File: config.mk
export PLATFORM = sky130hd
export DESIGN_NAME = rv32i_lsu
export DESIGN_NICKNAME = d
export VERILOG_FILES = /design/src/rtl/rv32i_lsu.sv
export SDC_FILE = /design/constraint.sdc
export NUM_CORES = 1
export LEC_CHECK = 0
export CAP_MARGIN = 20
export CORE_MARGIN = 3
export CORE_UTILIZATION = 45
export DETAILED_ROUTE_END_ITERATION = 10
export PLACE_DENSITY = 0.9
export SYNTH_ARGS = -nofsm -noshare
export SYNTH_HDL_FRONTEND = slang
export SYNTH_SLANG_ARGS = --single-unit
File: constraint.sdc
create_clock -name I_CLK -period 9.5 [get_ports I_CLK]
set_input_delay 0.95 -clock I_CLK [delete_from_list [all_inputs] [get_ports I_CLK]]
set_output_delay 0.95 -clock I_CLK [all_outputs]
set_load 0.01 [all_outputs]
File: src/rtl/rv32i_lsu.sv
// rv32i_lsu: RV32I load/store unit with a single-beat bus, lane steering and bus timeout
module rv32i_lsu #(
    parameter int TIMEOUT_CYCLES = 16
) (
    input  logic        I_CLK,
    input  logic        I_RST,
    input  logic        I_VALID,
    output logic        O_READY,
    input  logic [31:0] I_ADDR,
    input  logic [31:0] I_WDATA,
    input  logic [2:0]  I_FUNCT3,
    input  logic        I_IS_STORE,
    output logic        O_DONE,
    output logic [31:0] O_RDATA,
    output logic        O_MISALIGN,
    output logic        O_FAULT,
    output logic        O_BUS_REQ,
    output logic        O_BUS_WE,
    output logic [31:0] O_BUS_ADDR,
    output logic [3:0]  O_BUS_BE,
    output logic [31:0] O_BUS_WDATA,
    input  logic        I_BUS_ACK,
    input  logic [31:0] I_BUS_RDATA
);
    localparam int CW = TIMEOUT_CYCLES > 1 ? $clog2(TIMEOUT_CYCLES) : 1;
    localparam logic [CW-1:0] LAST = CW'(TIMEOUT_CYCLES > 0 ? TIMEOUT_CYCLES - 1 : 0);

    typedef enum logic [1:0] {IDLE, BUS, DONE} state_t;

    state_t      state_q;
    logic [31:0] addr_q, wdata_q, rdata_q;
    logic [2:0]  f3_q;
    logic        store_q, misalign_q, fault_q;
    logic [CW-1:0] cnt_q;
    logic        illegal, misalign, in_bus;
    logic [31:0] lane, rdata_d;

    // Classify the incoming request; loads allow 000/001/010/100/101, stores only 000..010
    always_comb begin
        illegal  = I_IS_STORE ? (I_FUNCT3 > 3'd2) : (I_FUNCT3[1:0] == 2'b11 || I_FUNCT3 == 3'b110);
        misalign = (I_FUNCT3[1:0] == 2'b01 && I_ADDR[0]) || (I_FUNCT3[1:0] == 2'b10 && I_ADDR[1:0] != 2'b00);
    end

    // Select the addressed lane of the bus word and extend it to 32 bits
    always_comb begin
        lane    = I_BUS_RDATA >> {addr_q[1:0], 3'b000};
        rdata_d = f3_q[1:0] == 2'b00 ? {{24{~f3_q[2] & lane[7]}}, lane[7:0]} :
                  f3_q[1:0] == 2'b01 ? {{16{~f3_q[2] & lane[15]}}, lane[15:0]} : lane;
    end

    assign in_bus      = state_q == BUS;
    assign O_READY     = state_q == IDLE;
    assign O_DONE      = state_q == DONE;
    assign O_RDATA     = rdata_q;
    assign O_MISALIGN  = misalign_q;
    assign O_FAULT     = fault_q;
    assign O_BUS_REQ   = in_bus;
    assign O_BUS_WE    = in_bus & store_q;
    assign O_BUS_ADDR  = in_bus ? {addr_q[31:2], 2'b00} : '0;
    assign O_BUS_BE    = !in_bus ? 4'b0000 :
                         f3_q[1:0] == 2'b00 ? 4'b0001 << addr_q[1:0] :
                         f3_q[1:0] == 2'b01 ? 4'b0011 << addr_q[1:0] : 4'b1111;
    assign O_BUS_WDATA = !(in_bus && store_q) ? '0 :
                         f3_q[1:0] == 2'b00 ? {4{wdata_q[7:0]}} :
                         f3_q[1:0] == 2'b01 ? {2{wdata_q[15:0]}} : wdata_q;

    // Request FSM: accept in IDLE, hold the bus until ack or timeout, pulse DONE for one cycle
    always_ff @(posedge I_CLK or posedge I_RST) begin
        if (I_RST) begin
            state_q    <= IDLE;
            addr_q     <= '0;
            wdata_q    <= '0;
            f3_q       <= '0;
            store_q    <= 1'b0;
            rdata_q    <= '0;
            misalign_q <= 1'b0;
            fault_q    <= 1'b0;
            cnt_q      <= '0;
        end else begin
            case (state_q)
                IDLE: if (I_VALID) begin
                    addr_q  <= I_ADDR;
                    wdata_q <= I_WDATA;
                    f3_q    <= I_FUNCT3;
                    store_q <= I_IS_STORE;
                    cnt_q   <= '0;
                    if (illegal || misalign) begin
                        state_q    <= DONE;
                        fault_q    <= illegal;
                        misalign_q <= ~illegal;
                    end else begin
                        state_q <= BUS;
                    end
                end
                BUS: if (I_BUS_ACK) begin
                    state_q <= DONE;
                    rdata_q <= store_q ? '0 : rdata_d;
                end else if (TIMEOUT_CYCLES > 0 && cnt_q == LAST) begin
                    state_q <= DONE;
                    fault_q <= 1'b1;
                end else begin
                    cnt_q <= cnt_q + CW'(1);
                end
                DONE: begin
                    state_q    <= IDLE;
                    rdata_q    <= '0;
                    misalign_q <= 1'b0;
                    fault_q    <= 1'b0;
                end
                default: state_q <= IDLE;
            endcase
        end
    end
endmodule

==> flow_summary.json, run 1 <==
{
  "setup_viol": 0,
  "cts_sinks": 108,
  "finClkSkew_ns": 0.00594,
  "critPathTopFamily": "flip-flops",
  "antenna_found_initial": 0,
  "synth_top_family_by_area": "multiplexers",
  "grt_max_degree": 69,
  "rr_endpoint": "O_RDATA[19]",
  "power_switching_mw": 0.729,
  "p_int_mw": 1.28,
  "numCtsBuffers": 9,
  "grt_pass1_vias": 5048,
  "cp_data_arrival_time_ns": 3.03,
  "synthAdderAreaFrac_pct": 2.01,
  "synth-xor-area-share_pct": 0,
  "layout_commonest_cell": "clkdlybuf4s50_1",
  "critPathMaxStageDelay_ns": 0.93,
  "port_buffers": 207,
  "worst-slew-pin-transition_ns": 1.01,
  "power_density_nw_per_um2": 250,
  "yosysSeqAreaShare_pct": 48.2,
  "final_util_pct": 66.4,
  "nets": 806,
  "area_growth_syn_to_layout_pct": 43.4,
  "synth_compound_area_share_pct": 11.2,
  "cts_tree": "done",
  "rr_startpoint": "state_q[1]",
  "start_util_pct": 46.3,
  "grt_use_total_pct": 24.2,
  "cts_hold_buf": 0,
  "worstSkewPairLatency_ns": 0.35,
  "synth_top_area_share_pct": 48.2,
  "synthMuxAreaShare_pct": 21.7,
  "vias": 4812,
  "die_y_um": 118,
  "synthTopCellsByArea": "dfrtp_1, mux2_2, mux2i_1",
  "grt_setup_unrepaired": "false",
  "min_to": "O_RDATA[5]",
  "pwr-share-comb_pct": 41.1,
  "route.detailed.drc": 0,
  "maxCapViolCount": 0,
  "ys_types": 42,
  "dp_hpwl_um": 12300,
  "final.setup.tns_ns": 0,
  "r2r_cells": 7,
  "yosys_warnings": 0,
  "seqPwrFrac_pct": 40.1,
  "switching_share_pct": 36.2,
  "total_power_mw": 2.01,
  "firstDrtPassIters": 5,
  "finalHoldViolations": 0,
  "cp_cell_sequence": "inv_1 -> ha_1 -> mux2_2 -> o21a_1 -> clkdlybuf4s50_1",
  "crit_required_ns": 8.55,
  "cts.repair.resized": 0,
  "overflow": 0,
  "die_x_um": 118,
  "h-tree-depth": 3,
  "post_cts_buffers": 0,
  "synthSimpleGateAreaFrac_pct": 12.7,
  "fill_cells": 937,
  "cts_buffer_depth": 2,
  "slowest_stage": "dfrtp_1",
  "dieArea_um2": 13800,
  "hp-class": "register to register",
  "rows": 40,
  "clkTransAtPathRegs_ns": 0.07,
  "crit_path_end_kind": "primary output",
  "timing.final.crit_share_pct": 41.9,
  "diodes": 0,
  "synth_edf_count": 0,
  "critPathLaunchType": "register",
  "slew_headroom_pct": 32.9,
  "postSynthAreaPerCell_um2": 11.0,
  "synth_area_um2": 5610,
  "drt-initial-drc-count": 578,
  "cp_max_fo": 20,
  "rrSetupSlack_ns": 6.48,
  "drt-vias-per-instance": 5.56,
  "cp_num_buf_inv": 2,
  "drive_gt1_share_pct": 16.3,
  "synthArstFlopShare_pct": 100,
  "ir_drop_v": 0.000123,
  "cellLeakagePower_nw": 3.39,
  "clkPwrFrac_pct": 18.8,
  "syn-instance-count": 509,
  "hold_depth": 2,
  "wire_per_inst_um": 19.5,
  "clockRootBuffer": "clkbuf_16",
  "layout_common_cells": "clkdlybuf4s50_1, dfrtp_1, mux2_2",
  "io_pins": 210,
  "ant_nets": 0,
  "gp_congestion": 0.875,
  "min_from": "O_RDATA[5]",
  "synth_top_area_cell": "dfrtp_1",
  "synth-seq-cells": 108,
  "status": "finished clean",
  "grt_pass1_wl_um": 27000,
  "core_um2": 12100,
  "stdcell_count": 866,
  "timing.fmax_mhz": 251,
  "synth-main-ff-cell": "dfrtp_1",
  "critical_path_class": "register to primary output",
  "final_max_slew_viol_count": 0,
  "layout_min_cycle_time_ns": 3.98,
  "dpl.cell_count": 850,
  "finalWirelength_um": 16800
}
[tightest hold or removal path, stage by stage (launching register included)]
cell	delay (ns)
dfrtp_1	0.35
nand2_1	0.05
o21ai_0	0.06
[power by group through the flow]
| stage | registers, mW | logic, mW | clock network (mW) |
|---|---|---|---|
| 2_1_floorplan | 0.719 | 0.608 | 0 |
| 3_3_place_gp | 0.797 | 0.794 | 0 |
| 3_5_place_dp | 0.812 | 0.824 | 0 |
| 4_1_cts | 0.805 | 0.828 | 0.385 |
| 5_1_grt | 0.831 | 0.894 | 0.402 |
| 6_report | 0.808 | 0.827 | 0.378 |
[sequential cells by signal, summed over array words and instances, names as in the netlist]
register,count
O_RDATA,32
addr_q,32
wdata_q,32
cnt_q,4
f3_q,3
state_q,2
O_FAULT,1
O_MISALIGN,1
store_q,1
[through the flow]
stage,hold WS [ns],cell area (um2),setup slack (ns)
after floorplan,0.472,5620,5.70
after global placement,0.474,7740,5.95
after detailed placement,0.472,7750,5.93
after CTS,0.489,8050,5.55
after global routing,0.523,8050,5.43
final,0.485,8050,5.52
[layout make-up]
type / instances / area (um2) / share of cell area (%)
Multi-Input combinational cell: 352 / 2680 / 33.4
Clock inverter: 5 / 60.1 / 0.746
Tap cell: 168 / 210 / 2.61
Clock buffer: 11 / 233 / 2.89
Timing Repair Buffer: 213 / 2120 / 26.4
Inverter: 9 / 36.3 / 0.451
Sequential cell: 108 / 2700 / 33.6
[how the worst max path moves through the flow]
| stage | from | end | slack [ns] | depth (start not counted) |
|---|---|---|---|---|
| after floorplan | I_RST | O_FAULT | 5.70 | 1 |
| after global placement | f3_q[0] | O_BUS_WDATA[15] | 5.95 | 4 |
| after detailed placement | addr_q[0] | O_BUS_BE[2] | 5.93 | 5 |
| after CTS | addr_q[0] | O_BUS_BE[2] | 5.55 | 5 |
| after global routing | addr_q[0] | O_BUS_BE[2] | 5.43 | 5 |
| final | addr_q[0] | O_BUS_BE[2] | 5.52 | 5 |
[kinds of logic after synthesis]
family / after synthesis
AO/OA/AOI/OAI: 89
adder cells (fa/ha/maj): 9
buffers and inverters: 50
flip-flops: 108
multiplexers: 110
other: 1
AND/OR/NAND/NOR: 142
[cells in the mapped netlist, types with 9 or more instances]
master and count:
and2_1 33, o21ai_0 19, buf_2 12, mux2_2 84, and3_1 11, inv_1 9
a221oi_1 9, dfrtp_1 108, clkbuf_1 20, ha_1 9, a221o_1 18, nor2_1 38
nand2_1 41, mux2i_1 25, a21oi_1 28
[routing by layer]
metal | up-vias | part of all wire, % | global-route usage, %
li1 | 2160 | - | -
met1 | 2353 | 41 | 30.1
met2 | 273 | 48 | 41.0
met3 | 26 | 9.0 | 6.63
met4 | 0 | 1.8 | 7.33
met5 | - | 0 | 0
(Power assumes the default switching activity.)
==> inputs of run 2 (changes only) <==
==> constraint.sdc (replaced) <==
create_clock -name I_CLK -period 4 [get_ports I_CLK]
set_input_delay 0.4 -clock I_CLK [delete_from_list [all_inputs] [get_ports I_CLK]]
set_output_delay 0.4 -clock I_CLK [all_outputs]
set_load 0.01 [all_outputs]
==> run 2 against run 1 <==
Clock skew grew 0.0033 ns; first-iteration DRC count fell by 21%; worst hold slack lost 0.12 ns; sequential share of layout area is 0.35 points lower; die area stayed put; final area increased by 1.1%; non-clock buffer count rose by 5; final cell count up 0.58%; critical endpoint is now O_BUS_WDATA[10].
==> flow_summary.json, run 2 (synthesis gave the netlist of run 1 again) <==
{
  "clockRootBuffer": "clkbuf_16",
  "cellLeakagePower_nw": 3.43,
  "final_max_slew_viol_count": 0,
  "multi_input_area_um2": 2680,
  "cp_max_fo": 25,
  "cts_hold_buf": 0,
  "grt_use_total_pct": 25.0,
  "ir_drop_v": 0.000295,
  "cts_sinks": 108,
  "layout_min_cycle_time_ns": 3.25,
  "antenna_found_initial": 0,
  "layout_commonest_cell": "clkdlybuf4s50_1",
  "cp_num_buf_inv": 2,
  "rrSetupSlack_ns": 1.21,
  "stdcell_count": 871,
  "cts_tree": "done",
  "gp_congestion": 0.886,
  "core_um2": 12100,
  "crit_required_ns": 3.60,
  "dieArea_um2": 13800,
  "area_growth_syn_to_layout_pct": 44.9,
  "firstDrtPassIters": 5,
  "worst-slew-pin-transition_ns": 0.818,
  "layout_common_cells": "clkdlybuf4s50_1, dfrtp_1, mux2_2",
  "slowest_stage": "nand2_1",
  "h-tree-depth": 3,
  "cts.repair.resized": 0,
  "numCtsBuffers": 9,
  "final.setup.tns_ns": 0,
  "grt_setup_unrepaired": "false",
  "die_y_um": 118,
  "critPathMaxStageDelay_ns": 0.59,
  "clkTransAtPathRegs_ns": 0.08,
  "cp_data_arrival_time_ns": 2.85,
  "crit_path_end_kind": "primary output",
  "post_cts_buffers": 0,
  "timing.final.crit_share_pct": 81.2,
  "nets": 811,
  "final_cell_area_um2": 8130,
  "critical_path_class": "register to primary output",
  "finalHoldViolations": 0,
  "power_density_nw_per_um2": 602,
  "hp-class": "primary input to asynchronous set/reset pin",
  "finalWirelength_um": 17500,
  "setup_viol": 0,
  "timing.fmax_mhz": 308,
  "io_pins": 210,
  "fill_cells": 883,
  "overflow": 0,
  "diodes": 0,
  "place_area_um2": 7790,
  "grt_max_degree": 92,
  "route.detailed.drc": 0,
  "total_power_mw": 4.89,
  "status": "finished clean",
  "drt-initial-drc-count": 459,
  "critPathLaunchType": "register",
  "ant_nets": 0,
  "wire_per_inst_um": 20.1,
  "cp_cell_sequence": "inv_1 -> ha_1 -> nand2_1 -> a21oi_1 -> clkdlybuf4s50_1",
  "dp_hpwl_um": 12700,
  "port_buffers": 207,
  "start_util_pct": 46.3,
  "cts_buffer_depth": 2,
  "grt_pass1_wl_um": 27800,
  "slew_headroom_pct": 45.5,
  "vias": 4843,
  "drt-vias-per-instance": 5.56,
  "finClkSkew_ns": 0.00921,
  "maxCapViolCount": 0,
  "dpl.cell_count": 854,
  "die_x_um": 118,
  "worstSkewPairLatency_ns": 0.35,
  "ff_latch_area_um2": 2700,
  "drive_gt1_share_pct": 17.1,
  "critPathTopFamily": "buffers and inverters",
  "grt_pass1_vias": 5097,
  "rows": 40
}
-- run 2: metal layers --
layer	vias up	GRT usage, %	share of wire, %
met1	2387	30.3	39
met5	-	0	0
met2	261	43.0	50
met4	0	7.33	1.8
li1	2172	-	-
met3	23	7.64	9.1
-- run 2: worst reg2reg max path, cell delays in order (launching register included) --
cell       delay, ns
dfrtp_1         0.41
inv_1           0.11
ha_1            0.42
nand4bb_1       0.48
or3_1           0.51
a211oi_4        0.56
a221o_1         0.23
-- run 2: final timing paths --
path,cells past startpoint,to,from
worst max-delay path,5,O_BUS_WDATA[10],state_q[1]
worst min-delay path,2,addr_q[25],I_RST
worst max register to register,6,O_RDATA[28],state_q[1]
worst min register to register,2,O_RDATA[6],O_RDATA[6]
max in group asynchronous,4,wdata_q[4],I_RST
min in group I_CLK,2,O_RDATA[6],O_RDATA[6]
-- run 2: final cells by class --
class | count | area share (%)
clock inverters | 6 | 1.02
well taps | 168 | 2.59
clock buffers | 10 | 2.82
flip-flops and latches | 108 | 33.2
repair buffers | 218 | 26.9
inverters | 9 | 0.446
multi-input cells | 352 | 33.0
-- run 2: per-stage QoR --
stage,util [%],setup WS (ns),hold slack [ns]
after global routing,67.1,0.569,0.404
after detailed placement,64.3,1.12,0.486
after floorplan,-,0.754,0.472
final,67.1,0.754,0.364
after global placement,64.3,1.30,0.473
after CTS,66.9,0.731,0.500
-- run 2: power by group --
part	leakage, nW	internal [mW]	switching (mW)
combinational	1.93	1.09	1.06
sequential	1.35	1.49	0.304
clock	0.148	0.501	0.444
